**src/rtl/fill_valve_arbiter_pkg.sv**
```systemverilog
// ============================================================================
// fill_valve_arbiter_pkg : shared washer-bank constants and helpers
// Rev 1.0 - initial release
// ============================================================================
`default_nettype none

package fill_valve_arbiter_pkg;

    localparam int DEF_NUM_WASHERS = 4;

    localparam logic [1:0] ST_IDLE   = 2'd0;
    localparam logic [1:0] ST_FILL   = 2'd1;
    localparam logic [1:0] ST_SETTLE = 2'd2;

    // Smallest r with 2**r >= value; also used by the washingmachine FSM constants.
    function automatic int clog2_f(input int value);
        int r;
        r = 0;
        while ((1 << r) < value) r++;
        return r;
    endfunction

endpackage

`default_nettype wire

```
**src/rtl/fill_valve_arbiter_rr_picker.sv**
```systemverilog
// ============================================================================
// fill_valve_arbiter_rr_picker : combinational first-set-after-pointer picker
// Rev 1.0 - initial release
// ============================================================================
`default_nettype none

module fill_valve_arbiter_rr_picker
    import fill_valve_arbiter_pkg::*;
#(
    parameter  int N    = DEF_NUM_WASHERS,
    localparam int ID_W = clog2_f(N)
) (
    input  logic [N-1:0]    i_req,
    input  logic [ID_W-1:0] i_ptr,
    output logic [N-1:0]    o_onehot,
    output logic [ID_W-1:0] o_idx,
    output logic            o_valid
);

    logic [ID_W-1:0] w_cand;

    // Scan starts one past the pointer so the last winner has lowest priority.
    always_comb begin
        w_cand   = '0;
        o_onehot = '0;
        o_idx    = '0;
        o_valid  = 1'b0;
        for (int k = 1; k <= N; k++) begin
            w_cand = ID_W'((int'(i_ptr) + k) % N);
            if (!o_valid && i_req[w_cand]) begin
                o_valid  = 1'b1;
                o_idx    = w_cand;
                o_onehot = N'(1) << w_cand;
            end
        end
    end

endmodule

`default_nettype wire

```
**src/rtl/fill_valve_arbiter.sv**
```systemverilog
// ============================================================================
// fill_valve_arbiter : round-robin mains inlet valve sharing for a washer bank
// Rev 1.0 - initial release
// ============================================================================
`default_nettype none

module fill_valve_arbiter
    import fill_valve_arbiter_pkg::*;
#(
    parameter  int NUM_WASHERS   = DEF_NUM_WASHERS,
    parameter  int FILL_TIMEOUT  = 1000,
    parameter  int TIMER_W       = 16,
    parameter  int SETTLE_CYCLES = 8,
    localparam int ID_W          = clog2_f(NUM_WASHERS)
) (
    input  logic                   i_clk,
    input  logic                   i_rst_n,
    input  logic [NUM_WASHERS-1:0] i_fill_req,
    input  logic [NUM_WASHERS-1:0] i_level_full,
    input  logic [NUM_WASHERS-1:0] i_fault_clr,
    output logic [NUM_WASHERS-1:0] o_grant,
    output logic [ID_W-1:0]        o_owner_id,
    output logic                   o_valve_open,
    output logic [NUM_WASHERS-1:0] o_filled_pulse,
    output logic [NUM_WASHERS-1:0] o_fault,
    output logic                   o_busy
);

    localparam int SW = clog2_f(SETTLE_CYCLES) + 1;

    logic [1:0]             r_state;
    logic [NUM_WASHERS-1:0] r_grant;
    logic [ID_W-1:0]        r_owner_id;
    logic [ID_W-1:0]        r_ptr;
    logic                   r_valve_open;
    logic [NUM_WASHERS-1:0] r_filled_pulse;
    logic [NUM_WASHERS-1:0] r_fault;
    logic                   r_busy;
    logic [TIMER_W-1:0]     r_timer;
    logic [SW-1:0]          r_settle;

    logic [NUM_WASHERS-1:0] w_elig;
    logic [NUM_WASHERS-1:0] w_pick_oh;
    logic [ID_W-1:0]        w_pick_idx;
    logic                   w_pick_valid;
    logic [NUM_WASHERS-1:0] w_owner_oh;
    logic                   w_full;
    logic                   w_req;
    logic                   w_tmo;
    logic                   w_exit;
    logic [NUM_WASHERS-1:0] w_fault_set;

    assign w_elig     = i_fill_req & ~r_fault;
    assign w_owner_oh = NUM_WASHERS'(1) << r_owner_id;
    assign w_full     = i_level_full[r_owner_id];
    assign w_req      = i_fill_req[r_owner_id];
    assign w_tmo      = (r_timer == TIMER_W'(FILL_TIMEOUT - 1));
    assign w_exit     = w_full || !w_req || w_tmo;

    // A timeout only faults when neither a fill-complete nor a withdrawal wins first.
    assign w_fault_set = (r_state == ST_FILL && !w_full && w_req && w_tmo) ? w_owner_oh : '0;

    fill_valve_arbiter_rr_picker #(
        .N (NUM_WASHERS)
    ) u_picker (
        .i_req    (w_elig),
        .i_ptr    (r_ptr),
        .o_onehot (w_pick_oh),
        .o_idx    (w_pick_idx),
        .o_valid  (w_pick_valid)
    );

    always_ff @(posedge i_clk or negedge i_rst_n) begin
        if (!i_rst_n) begin
            r_state        <= ST_IDLE;
            r_grant        <= '0;
            r_owner_id     <= '0;
            r_ptr          <= ID_W'(NUM_WASHERS - 1);
            r_valve_open   <= 1'b0;
            r_filled_pulse <= '0;
            r_fault        <= '0;
            r_busy         <= 1'b0;
            r_timer        <= '0;
            r_settle       <= '0;
        end else begin
            r_filled_pulse <= '0;
            r_fault        <= (r_fault & ~i_fault_clr) | w_fault_set;
            case (r_state)
                ST_IDLE: begin
                    if (w_pick_valid) begin
                        r_state      <= ST_FILL;
                        r_grant      <= w_pick_oh;
                        r_owner_id   <= w_pick_idx;
                        r_ptr        <= w_pick_idx;
                        r_valve_open <= 1'b1;
                        r_timer      <= '0;
                        r_busy       <= 1'b1;
                    end
                end
                ST_FILL: begin
                    if (!w_tmo) begin
                        r_timer <= r_timer + 1'b1;
                    end
                    if (w_exit) begin
                        r_state      <= ST_SETTLE;
                        r_grant      <= '0;
                        r_valve_open <= 1'b0;
                        r_settle     <= '0;
                        if (w_full) begin
                            r_filled_pulse <= w_owner_oh;
                        end
                    end
                end
                ST_SETTLE: begin
                    if (r_settle == SW'(SETTLE_CYCLES - 1)) begin
                        r_state <= ST_IDLE;
                        r_busy  <= 1'b0;
                    end else begin
                        r_settle <= r_settle + 1'b1;
                    end
                end
                default: begin
                    r_state      <= ST_IDLE;
                    r_grant      <= '0;
                    r_valve_open <= 1'b0;
                    r_busy       <= 1'b0;
                end
            endcase
        end
    end

    assign o_grant        = r_grant;
    assign o_owner_id     = r_owner_id;
    assign o_valve_open   = r_valve_open;
    assign o_filled_pulse = r_filled_pulse;
    assign o_fault        = r_fault;
    assign o_busy         = r_busy;

endmodule

`default_nettype wire

```
**config.mk**
```make
export PLATFORM = sky130hd
export DESIGN_NAME = fill_valve_arbiter
export DESIGN_NICKNAME = d
export VERILOG_FILES = /design/src/rtl/fill_valve_arbiter_pkg.sv /design/src/rtl/fill_valve_arbiter_rr_picker.sv /design/src/rtl/fill_valve_arbiter.sv
export SDC_FILE = /design/constraint.sdc
export NUM_CORES = 1
export LEC_CHECK = 0
export ABC_CLOCK_PERIOD_IN_PS = 2500
export CORE_ASPECT_RATIO = 1.1
export CORE_MARGIN = 5
export CORE_UTILIZATION = 35
export CTS_BUF_LIST = sky130_fd_sc_hd__clkbuf_4 sky130_fd_sc_hd__clkbuf_8 sky130_fd_sc_hd__clkbuf_16
export CTS_CLUSTER_DIAMETER = 30
export DETAILED_ROUTE_END_ITERATION = 12
export PLACE_DENSITY_LB_ADDON = 0.1
export SLEW_MARGIN = 20
export SYNTH_ARGS = -nofsm -noshare
export SYNTH_HDL_FRONTEND = slang
export SYNTH_SLANG_ARGS = --single-unit
```
**constraint.sdc**
```tcl
create_clock -name i_clk -period 2.5 [get_ports i_clk]
set_input_delay 0.5 -clock i_clk [delete_from_list [all_inputs] [get_ports i_clk]]
set_output_delay 0.5 -clock i_clk [all_outputs]
set_load 0.1 [all_outputs]
```
# After elaboration in Yosys (flattened, before gate mapping)
# Cells that the tools add are included.
# word_totals
reg_bits,40
input_bits,14
output_inout_bits,16
elab_cells,109
# op_classes
order_cmp,5
reduce_logical,22
shift,5
muxes,45
bitwise,7
eq_ne,9
add_sub_neg,6
# ops
cell,count
2-to-1 mux 4 bit,11
2-to-1 mux 16 bit,2
one-hot mux 16 bit (2 select lines),1
<< shifter 1 x 2 -> 4 bit (first input constant),5
adder 16 x 1 -> 16 bit (second input constant),1
equality test 16 x 10 -> 1 bit (second input constant),1
less-than comparator 2 x 3 -> 1 bit (second input constant),5
AND reduction 3 bit,5
2-to-1 mux 2 bit,7
2-to-1 mux 1 bit,13
binary-select mux 1 bit (select 2 bit),6
one-hot mux 4 bit (3 select lines),1
bitwise AND 4 bit,2
inequality test 2 bit (second input constant),4
NOT 4 bit,2
one-hot mux 4 bit (2 select lines),1
logical AND 1 bit,6
one-hot mux 1 bit (3 select lines),2
one-hot mux 2 bit (3 select lines),1
logical NOT 1 bit,5
adder 2 x 1 -> 2 bit (second input constant),2
adder 2 bit (second input constant),2
adder 4 x 1 -> 4 bit (second input constant),1
equality test 4 x 3 -> 1 bit (second input constant),1
other kinds (9),12

# Longest topological paths before layout
# Gate-level depths: netlist (run 1).
# depth
ltp_word,16
ltp_mapped,8
ltp_nobuf,7

# Modules after synthesis
# From an unflattened synthesis (run 1), not the netlist that was laid out.
# hier_totals
cells_unflattened,280
hier_area_um2,2636.3
# modules_own_cells
module,seq_area_each_um2,n_inst,cells_per_inst,area_per_inst_um2
fill_valve_arbiter,1003.5,1,203,2024.4
fill_valve_arbiter_rr_picker,0.0,1,77,611.8

# Least setup slack after synthesis (run 1)
# Ideal clock, no wire load.
# synth_timing
kind,register -> register
from,"register r_owner_id[0], in the netlist o_owner_id[0]"
to,register r_settle[2]
setup_time_ps,124
arrival_ps,2409
period_less_slack_ps,2533
n_path_buf,1
path_stages_with_launch,8
path_slack_ps,-33
path_cell_list,dfrtp_1 clkbuf_1 mux4_2 nand2_1 nor2_1 a21oi_2 o21ai_2 a211o_1
# synth_via
elab_chain_len,7
# synth_rtl
element,line,text
start: declaration,fill_valve_arbiter.sv:33,logic [ID_W-1:0] r_owner_id;
start signal: assignment,fill_valve_arbiter.sv:93,r_owner_id <= w_pick_idx;
binary-select mux 1 bit (select 2 bit),fill_valve_arbiter.sv:56,assign w_req = i_fill_req[r_owner_id];
2-to-1 mux 1 bit (implied by the code),fill_valve_arbiter.sv:56,
logical NOT 1 bit,fill_valve_arbiter.sv:58,assign w_exit = w_full || !w_req || w_tmo;
logical OR 1 bit * (2 in a row),fill_valve_arbiter.sv:58,
inequality test 2 bit (no line) *,--,
AND reduction 3 bit (no line) *,--,
end signal: assignment,fill_valve_arbiter.sv:119,r_settle <= r_settle + 1'b1;
end: declaration,fill_valve_arbiter.sv:40,logic [SW-1:0] r_settle;
# Every way passes the cells marked *; elsewhere a longest branch is shown, timed or not. The select of a mux whose other input is x is not followed.
# A chain may end at the register's enable or synchronous reset.

# Worst setup path in the final report (run 1)
# layout_timing
from,register r_ptr[0]
to,"register r_owner_id[0], in the netlist o_owner_id[0]"
# layout_via
elab_chain_len,14
# layout_rtl
element,line,text
start: declaration,fill_valve_arbiter.sv:34,logic [ID_W-1:0] r_ptr;
start signal: assignment,fill_valve_arbiter.sv:78,r_ptr <= ID_W'(NUM_WASHERS - 1);
start signal: assignment,fill_valve_arbiter.sv:94,r_ptr <= w_pick_idx;
adder 2 x 1 -> 2 bit,fill_valve_arbiter_rr_picker.sv:29,w_cand = ID_W'((int'(i_ptr) + k) % N);
binary-select mux 1 bit (select 2 bit),fill_valve_arbiter_rr_picker.sv:30,if (!o_valid && i_req[w_cand]) begin
2-to-1 mux 1 bit (implied by the code),fill_valve_arbiter_rr_picker.sv:30,
2-to-1 mux 1 bit,fill_valve_arbiter_rr_picker.sv:30,
logical NOT 1 bit,fill_valve_arbiter_rr_picker.sv:30,
logical AND 1 bit,fill_valve_arbiter_rr_picker.sv:30,
2-to-1 mux 1 bit,fill_valve_arbiter_rr_picker.sv:30,
logical NOT 1 bit,fill_valve_arbiter_rr_picker.sv:30,
logical AND 1 bit,fill_valve_arbiter_rr_picker.sv:30,
2-to-1 mux 1 bit,fill_valve_arbiter_rr_picker.sv:30,
logical NOT 1 bit,fill_valve_arbiter_rr_picker.sv:30,
logical AND 1 bit,fill_valve_arbiter_rr_picker.sv:30,
2-to-1 mux 1 bit,fill_valve_arbiter_rr_picker.sv:30,
AND reduction 2 bit (no line),--,
# Parallel ways exist; a longest one is shown, timed or not. The select of a mux whose other input is x is not followed.

==> metrics.yaml, run 1 <==
drt:
  wire_per_inst_um: 14.1
  detail-route-antenna-nets: 0
  routed-via-count: 1845
  drc: 0
  drt-total-wl_um: 5140
  avgViaCountPerCell: 5.05
  first_pass_iters: 4
  drtIter0Drc: 79
cells_and_area:
  nets: 304
  area_growth_pct: 26.7
  nFillCells: 616
  regArea_um2: 1010
  multi_input_area_um2: 1130
  drive_gt1_share_pct: 21.4
  diodes: 0
global_route:
  antenna_found_initial: 0
  grt_usage_pct: 13.7
  grt_max_degree: 37
  grt_overflow: 0
  grt_pass1_wl_um: 8720
  first_global_vias: 1802
critical_path:
  reg2reg_depth: 7
  r2r_slack_ns: 0.25
  crit_type: "reg2reg"
  worstSetupEndpointType: "register"
  critPathLaunchType: "register"
  crit_required_ns: 2.69
  critPathMaxFanout: 7
  r2r_end: "o_owner_id[0]"
  setup.worst_path.end: "o_owner_id[0]"
  critPathLaunch: "r_ptr[0]"
  r2r_start: "r_ptr[0]"
  worstPathArrival_ns: 2.45
die:
  start_util_pct: 36.1
  rows: 30
  io_pins: 30
  die_area_um2: 8040
  die_w_um: 85.9
  die_height_um: 93.5
  core-area_um2: 6160
logic_synthesis:
  syn_area_um2: 2220
  synth_nets: 253
  synth_edf_count: 0
  yosysUniqueCellTypes: 46
  yosysSeqAreaShare_pct: 45.2
  synth_warnings: 0
  avgSynthCellArea_um2: 9.53
  async_flop_share_pct: 100
  ys_seq_elements: 40
  syn_inst: 233
  ys.flop_type: "dfrtp_1"
timing:
  relSlewSlack_pct: 49.4
  max_freq_ghz: 0.444
  hold_viol: 0
  clock_skew_ns: 0.00809
  tns_ns: 0
  post-route-min-period_ns: 2.25
  rsz0062_at_grt: "no"
  drv_slew: 0
  setup_viol: 0
  worstMarginPinSlew_ns: 0.752
  period_share_pct: 90.1
clock_tree:
  cts_hold_buf: 0
  cts_resized: 0
  clk_pin_slew_ns: 0.09
  cts_buffer_depth: 2
  cts_tree: "built"
  h-tree-depth: 2
  cts_root_buf: "clkbuf_8"
  clk_latency_ns: 0.30
  cts_buffers: 5
  clock_sinks: 40
  cts_setup_buffers: 0
run_status:
  status: "finished, final reports clean"
power_and_ir_drop:
  fin_total_pwr_mw: 3.10
  power_density_nw_per_um2: 1100
  leakage_nw: 1.25
  vdd_drop_max_uv: 479
placed_design:
  gp_congestion: 0.829
  hpwl_um: 3920
  port_buffers: 29
run:
  maxCapViolations: 0
worst_hold_path:
  hp-class: "in2async"
## cells in the final DEF (no fill, tap or decap), types with 2 or more instances in the layout
cell,Yosys,routed
dfrtp_1,38,35
xor2_1,9,9
clkdlybuf4s50_1,0,12
and3_1,3,3
a21oi_1,7,7
ha_1,6,6
o21ai_0,17,17
nor4_1,2,2
nor3b_1,3,3
dfstp_2,2,2
nand3_1,14,14
nand2_1,16,16
inv_1,13,13
nor3_1,7,7
dfrtp_2,0,3
nor2_1,24,24
nor2b_1,6,6
or3_1,2,2
a31oi_1,2,2
o22ai_1,8,8
nand2b_1,6,6
clkbuf_8,0,5
buf_4,1,37
a22o_1,6,6
xnor2_1,3,3
nand4_1,5,5
mux4_2,4,4
a211oi_1,5,5
## power by group
group          switching [mW]  leakage [nW]  total [mW]  internal (mW)
Combinational            1.04         0.662        1.63          0.585
Clock                   0.249        0.0548       0.550          0.301
Sequential              0.134         0.529       0.928          0.793
Total                    1.43          1.25        3.10           1.68
## cell usage after synthesis (2+ instances only)
master,number,area (µm²)
nand4_1,5,31.3
a31oi_1,2,12.5
or3_1,2,12.5
nand2b_1,6,37.5
inv_1,13,48.8
nor4_1,2,12.5
xor2_1,9,78.8
o22ai_1,8,50.1
mux4_2,4,90.1
nor3_1,7,35.0
nor2_1,24,90.1
a211oi_1,5,37.5
nor3b_1,3,22.5
buf_2,2,10.0
a22o_1,6,52.6
nor2b_1,6,37.5
nand2_1,16,60.1
and3_1,3,18.8
nand3_1,14,70.1
ha_1,6,75.1
dfstp_2,2,52.6
clkbuf_1,3,11.3
dfrtp_1,38,951
o21ai_0,17,85.1
xnor2_1,3,26.3
a21oi_1,7,35.0
## state kept, by name, summed over array words and instances (netlist names)
name / flops
o_owner_id: 2
r_timer: 16
o_filled_pulse: 4
o_fault: 4
o_grant: 4
r_ptr: 2
r_state: 2
r_settle: 4
o_valve_open: 1
o_busy: 1
## layout make-up
| cell class | count | share of cell area [%] |
|---|---|---|
| Timing Repair Buffer | 50 | 14.3 |
| Tap cell | 80 | 3.56 |
| Inverter | 15 | 2.00 |
| Sequential cell | 40 | 35.8 |
| Clock inverter | 3 | 1.65 |
| Multi-Input combinational cell | 172 | 40.2 |
| Clock buffer | 5 | 2.45 |
## critical path, cell delays in order (launching register included)
cell and delay, ns:
dfstp_2 0.54, clkinv_1 0.08, ha_1 0.38, mux4_2 0.35
nor2b_1 0.38, o21ai_0 0.14, o311a_1 0.14, a21o_1 0.15
## kinds of logic after synthesis
logic type               after synthesis  synth area share [%]
XOR/XNOR                              12                  4.74
flip-flops                            40                  45.2
buffers and inverters                 21                  3.83
AO/OA/AOI/OAI                         57                  16.9
multiplexers                           5                  4.57
adder cells (fa/ha/maj)                6                  3.38
AND/OR/NAND/NOR                       92                  21.4
## metrics by stage
stage	setup WS, ns	hold WS, ns	utilization (%)	instance area, µm²	instances
4_1_cts	0.251	0.00476	45.7	2810	365
3_5_place_dp	-0.0215	0.333	43.8	2700	357
5_1_grt	0.108	0.000759	45.7	2810	365
6_report	0.247	0.0105	45.7	2810	365
2_1_floorplan	0.0227	0.204	-	2220	233
3_3_place_gp	0.0172	0.334	43.8	2700	357
## worst min-delay path by stage
| stage | end | slack [ns] | cells after the start |
|---|---|---|---|
| 4_1_cts | o_fault[3] | 0.005 | 1 |
| 3_3_place_gp | o_grant[2] | 0.33 | 1 |
| 6_report | o_fault[3] | 0.01 | 1 |
| 5_1_grt | o_fault[3] | 0.0008 | 1 |
| 2_1_floorplan | o_busy | 0.20 | 0 |
| 3_5_place_dp | o_grant[2] | 0.33 | 1 |
## layer usage
metal	vias up	track usage, %	part of all wire (%)
met3	2	4.32	5.4
met4	0	3.56	0.49
met5	-	0	0
li1	943	-	-
met2	40	21.5	47
met1	860	18.1	47
No activity file was read; power rests on OpenSTA's default activity.
==> run 2, diff against run 1 <==
--- a/config.mk
+++ b/config.mk
@@ -7,3 +7,3 @@
 export LEC_CHECK = 0
-export ABC_CLOCK_PERIOD_IN_PS = 2500
+export ABC_CLOCK_PERIOD_IN_PS = 1900
 export CORE_ASPECT_RATIO = 1.1
@@ -11,3 +11,3 @@
 export CORE_UTILIZATION = 35
-export CTS_BUF_LIST = sky130_fd_sc_hd__clkbuf_4 sky130_fd_sc_hd__clkbuf_8 sky130_fd_sc_hd__clkbuf_16
+export CTS_BUF_LIST = sky130_fd_sc_hd__clkbuf_8
 export CTS_CLUSTER_DIAMETER = 30
==> constraint.sdc (replaced) <==
create_clock -name i_clk -period 1.9 [get_ports i_clk]
set_input_delay 0.285 -clock i_clk [delete_from_list [all_inputs] [get_ports i_clk]]
set_output_delay 0.285 -clock i_clk [all_outputs]
set_load 0.1 [all_outputs]
==> run 2 against run 1 <==
  * The run now ends with negative setup slack left
  * Non-clock buffer count grew 40
  * Critical path depth is the same
  * Global-route usage grew 1.7 points
  * Design area grew 17%
  * Sequential power grew 34%
  * Largest power group unchanged
==> metrics.yaml, run 2 (synthesis gave the netlist of run 1 again) <==
run_status:
  status: "complete, but fails checks"
  violations: "negative setup slack"
drt:
  drtIter0Drc: 108
  drc: 0
  wire_per_inst_um: 14.1
  routed-via-count: 2045
  first_pass_iters: 4
  detail-route-antenna-nets: 0
  drt-total-wl_um: 5730
  avgViaCountPerCell: 5.05
timing:
  worst_slack_ns: -0.137
  setup_viol: 14
  post-route-min-period_ns: 2.04
  period_share_pct: 107
  fin_hold_ws_ns: 0.477
  rsz0062_at_grt: "yes"
  relSlewSlack_pct: 69.0
  clock_skew_ns: 0.0108
  drv_slew: 0
  max_freq_ghz: 0.491
  hold_viol: 0
  worstMarginPinSlew_ns: 0.459
die:
  rows: 30
  io_pins: 30
  die_height_um: 93.5
  start_util_pct: 36.1
  die_w_um: 85.9
  die_area_um2: 8040
  core-area_um2: 6160
cells_and_area:
  area_growth_pct: 48.6
  stdcell_area_um2: 3300
  nets: 344
  multi_input_area_um2: 1260
  largest_register: "r_timer"
  largest_register_ff_count: 16
  fin_util_pct: 53.6
  mostFrequentLayoutCells: "buf_4, dfrtp_1, nor2_1, nand2_1, inv_1"
  nFillCells: 605
  layout_commonest_cell: "buf_4"
  diodes: 0
  drive_gt1_share_pct: 37.8
  regArea_um2: 1020
placed_design:
  hpwl_um: 4410
  port_buffers: 29
  dpl_cell_area_um2: 3040
  gp_congestion: 0.838
global_route:
  grt_usage_pct: 15.4
  first_global_vias: 2042
  grt_overflow: 0
  grt_max_degree: 20
  use_met1_pct: 19.7
  grt-busiest-layer: "met2"
  grt_pass1_wl_um: 9830
  antenna_found_initial: 0
  use_met3_pct: 3.96
  use_met2_pct: 25.3
clock_tree:
  cts_root_buf: "clkbuf_8"
  cts_buffer_depth: 2
  clk_pin_slew_ns: 0.08
  cts_tree: "built"
  cts_buffers: 5
  h-tree-depth: 2
  clock_sinks: 40
  clk_latency_ns: 0.29
power_and_ir_drop:
  power_density_nw_per_um2: 1360
  seq_power_share_pct: 27.6
  switching_power_mw: 2.02
  switching_share_pct: 45.0
  vdd_drop_max_uv: 776
  leakage_nw: 1.47
  clkPwrFrac_pct: 12.2
  combPwrFrac_pct: 60.1
  fin_total_pwr_mw: 4.49
  p_int_mw: 2.47
critical_path:
  worstPathArrival_ns: 2.23
  critPathMaxFanout: 7
  worstSetupEndpointType: "register"
  critPathLaunchType: "register"
  crit_required_ns: 2.09
  crit_type: "reg2reg"
worst_hold_path:
  hp-class: "in2async"
run:
  maxCapViolations: 0
## run 2: changes by cell type in the layout (fill, tap and decap cells not counted), moves of 4 or more
cell | before | now
o21ai_1 | 0 | 4
buf_4 | 37 | 69
dfrtp_4 | 0 | 5
o21ai_0 | 17 | 13
buf_6 | 0 | 4
nor2b_1 | 6 | 2
## run 2: power groups by stage
stage / logic (mW) / clock network, mW / registers [mW]
after global routing: 2.92 / 0.605 / 1.28
after detailed placement: 2.56 / 0 / 1.26
after CTS: 2.61 / 0.567 / 1.25
after global placement: 2.55 / 0 / 1.26
after floorplan: 1.22 / 0 / 1.74
final: 2.70 / 0.549 / 1.24
## run 2: what timing repair did
action / CTS / global route
gates resized for setup: 12 / 18
hold endpoints to repair: 16 / 0
hold buffers: 1 / 0
endpoints found under the setup margin: 21 / 26
setup buffers: 3 / 5
pin swaps: 14 / 26
## run 2: final timing paths
kind	to	from	slack, ns	cells after the start
min in group i_clk	o_valve_open	o_valve_open	0.52	2
setup / recovery	o_owner_id[0]	r_ptr[0]	-0.14	7
max in group asynchronous	r_ptr[0]	i_rst_n	0.81	3
setup reg to reg	o_owner_id[0]	r_ptr[0]	-0.14	7
hold reg to reg	o_valve_open	o_valve_open	0.52	2
hold / removal	o_fault[1]	i_rst_n	0.48	2
## run 2: area by class of cell
cell class	count	share of cell area, %
Clock inverter	3	0.379
Inverter	15	2.16
Timing Repair Buffer	90	23.0
Tap cell	80	3.03
Sequential cell	40	31.0
Multi-Input combinational cell	172	38.3
Clock buffer	5	2.09
## run 2: layer usage
layer | vias up | wire length (µm)
met5 | - | 0
met4 | 0 | 82
met3 | 9 | 294
met2 | 49 | 2720
met1 | 961 | 2630
li1 | 1026 | -
## run 2: worst max-delay path, cell delays in order, from the launching register on
cell,delay [ns]
dfstp_2,0.65
clkinv_8,0.07
ha_4,0.28
mux4_2,0.38
nor2b_4,0.21
o21ai_1,0.08
o311a_1,0.12
a21o_1,0.15
## run 2: per-stage QoR
stage,instances,TNS [ns],worst slack [ns]
after global placement,390,-2.61,-0.260
after detailed placement,390,-2.96,-0.285
after floorplan,233,-1.02,-0.150
final,405,-0.837,-0.137
after global routing,405,-2.44,-0.235
after CTS,401,-1.03,-0.164
==> run 3, diff against run 2 <==
- RECOVER_POWER: unset -> 25
==> run 3 against run 2 <==
  * The flow still finishes with violations (negative setup slack)
  * Hold slack improved by 0.046 ns
  * Cell count unchanged
  * Wire length about the same
  * Setup slack about the same
  * Design area decreased by 0.11%
  * Sequential share of layout area about the same
  * Critical endpoint unchanged
==> metrics.yaml, run 3 (synthesis gave the netlist of run 1 again) <==
timing:
  relSlewSlack_pct: 25.9
  max_freq_ghz: 0.491
  period_share_pct: 107
  post-route-min-period_ns: 2.04
  setup_viol: 14
  worstMarginPinSlew_ns: 1.11
  fin_hold_ws_ns: 0.523
  hold_viol: 0
  worst_slack_ns: -0.137
  clock_skew_ns: 0.0108
  rsz0062_at_grt: "yes"
  drv_slew: 0
cells_and_area:
  largest_register: "r_timer"
  area_growth_pct: 48.5
  layout_commonest_cell: "buf_4"
  nFillCells: 605
  mostFrequentLayoutCells: "buf_4, dfrtp_1, nor2_1, nand2_1, inv_1"
  nets: 344
  instances_no_fill: 405
  largest_register_ff_count: 16
  drive_gt1_share_pct: 37.5
  diodes: 0
power_and_ir_drop:
  vdd_drop_max_uv: 776
  power_density_nw_per_um2: 1360
  leakage_nw: 1.46
  fin_total_pwr_mw: 4.48
global_route:
  grt_max_degree: 20
  grt_overflow: 0
  grt_pass1_wl_um: 9830
  first_global_vias: 2042
  antenna_found_initial: 0
  grt_usage_pct: 15.4
die:
  io_pins: 30
  die_height_um: 93.5
  start_util_pct: 36.1
  rows: 30
  die_w_um: 85.9
  core-area_um2: 6160
  die_area_um2: 8040
drt:
  avgViaCountPerCell: 5.04
  wire_per_inst_um: 14.1
  routed-via-count: 2043
  drc: 0
  first_pass_iters: 4
  detail-route-antenna-nets: 0
  drtIter0Drc: 108
  drt-total-wl_um: 5730
placed_design:
  dp_cells: 390
  gp_congestion: 0.838
  port_buffers: 29
  hpwl_um: 4410
  pre_cts_ws_ns: -0.285
run_status:
  violations: "negative setup slack"
  status: "complete, but fails checks"
critical_path:
  r2r_slack_ns: -0.14
  reg2reg_depth: 7
  crit_required_ns: 2.09
  worstSetupEndpointType: "register"
  crit_type: "reg2reg"
  worstPathArrival_ns: 2.23
  critPathMaxFanout: 7
  critPathLaunchType: "register"
clock_tree:
  cts_root_buf: "clkbuf_8"
  cts_tree: "built"
  clk_pin_slew_ns: 0.08
  cts_buffers: 5
  cts_buffer_depth: 2
  clock_sinks: 40
  clk_latency_ns: 0.29
  h-tree-depth: 2
run:
  maxCapViolations: 0
worst_hold_path:
  hold_depth: 2
  hp-class: "reg2reg"
-- run 3: cell types whose count changed in the layout (fill, tap and decap cells not counted) --
cell | previous run | this run
buf_2 | 1 | 0
buf_4 | 69 | 68
clkbuf_1 | 0 | 1
clkbuf_2 | 0 | 1
-- run 3: worst paths after layout --
kind                               from             to
max                            r_ptr[0]  o_owner_id[0]
max reg2reg                    r_ptr[0]  o_owner_id[0]
min in group asynchronous       i_rst_n     o_fault[1]
min reg2reg                o_valve_open   o_valve_open
max in group asynchronous       i_rst_n       r_ptr[0]
min                        o_valve_open   o_valve_open
-- run 3: area by class of cell --
type	count	area, µm²	area share, %
clock buffers	5	68.8	2.09
inverters	15	71.3	2.16
flip-flops and latches	40	1020	31.1
multi-input cells	172	1260	38.4
well taps	80	100	3.04
clock inverters	3	12.5	0.380
repair buffers	90	754	22.9
-- run 3: metrics by stage --
step	cell area (µm²)	utilization, %	setup TNS (ns)
3_3_place_gp	3040	49.3	-2.61
4_1_cts	3190	51.8	-1.03
6_report	3300	53.5	-0.837
3_5_place_dp	3040	49.3	-2.96
2_1_floorplan	2310	-	-1.02
5_1_grt	3300	53.5	-2.44
-- run 3: metal layers --
metal  GRT usage [%]  share of wire (%)  up-vias
li1                -                  -     1026
met1            19.7                 46      959
met2            25.3                 48       49
met3            3.96                5.1        9
met4            4.49                1.4        0
met5               0                  0        -
-- run 3: repair_timing --
item                                   CTS  global route
resized for setup                       12            18
endpoints found under the hold margin   16             0
pin swaps                               14            26
setup endpoints to repair               21            26
setup buffers                            3             5
gates cloned                             0             0
hold buffers                             1             0
-- run 3: power breakdown --
group	total (mW)	switching [mW]	leakage, nW	internal (mW)
registers	1.24	0.185	0.523	1.05
logic	2.70	1.53	0.890	1.16
clock network	0.549	0.302	0.0505	0.248
-- run 3: worst max-delay path, stage by stage (launching register included) --
cell,delay (ns)
dfstp_2,0.65
clkinv_8,0.07
ha_4,0.28
mux4_2,0.38
nor2b_4,0.21
o21ai_1,0.08
o311a_1,0.12
a21o_1,0.15
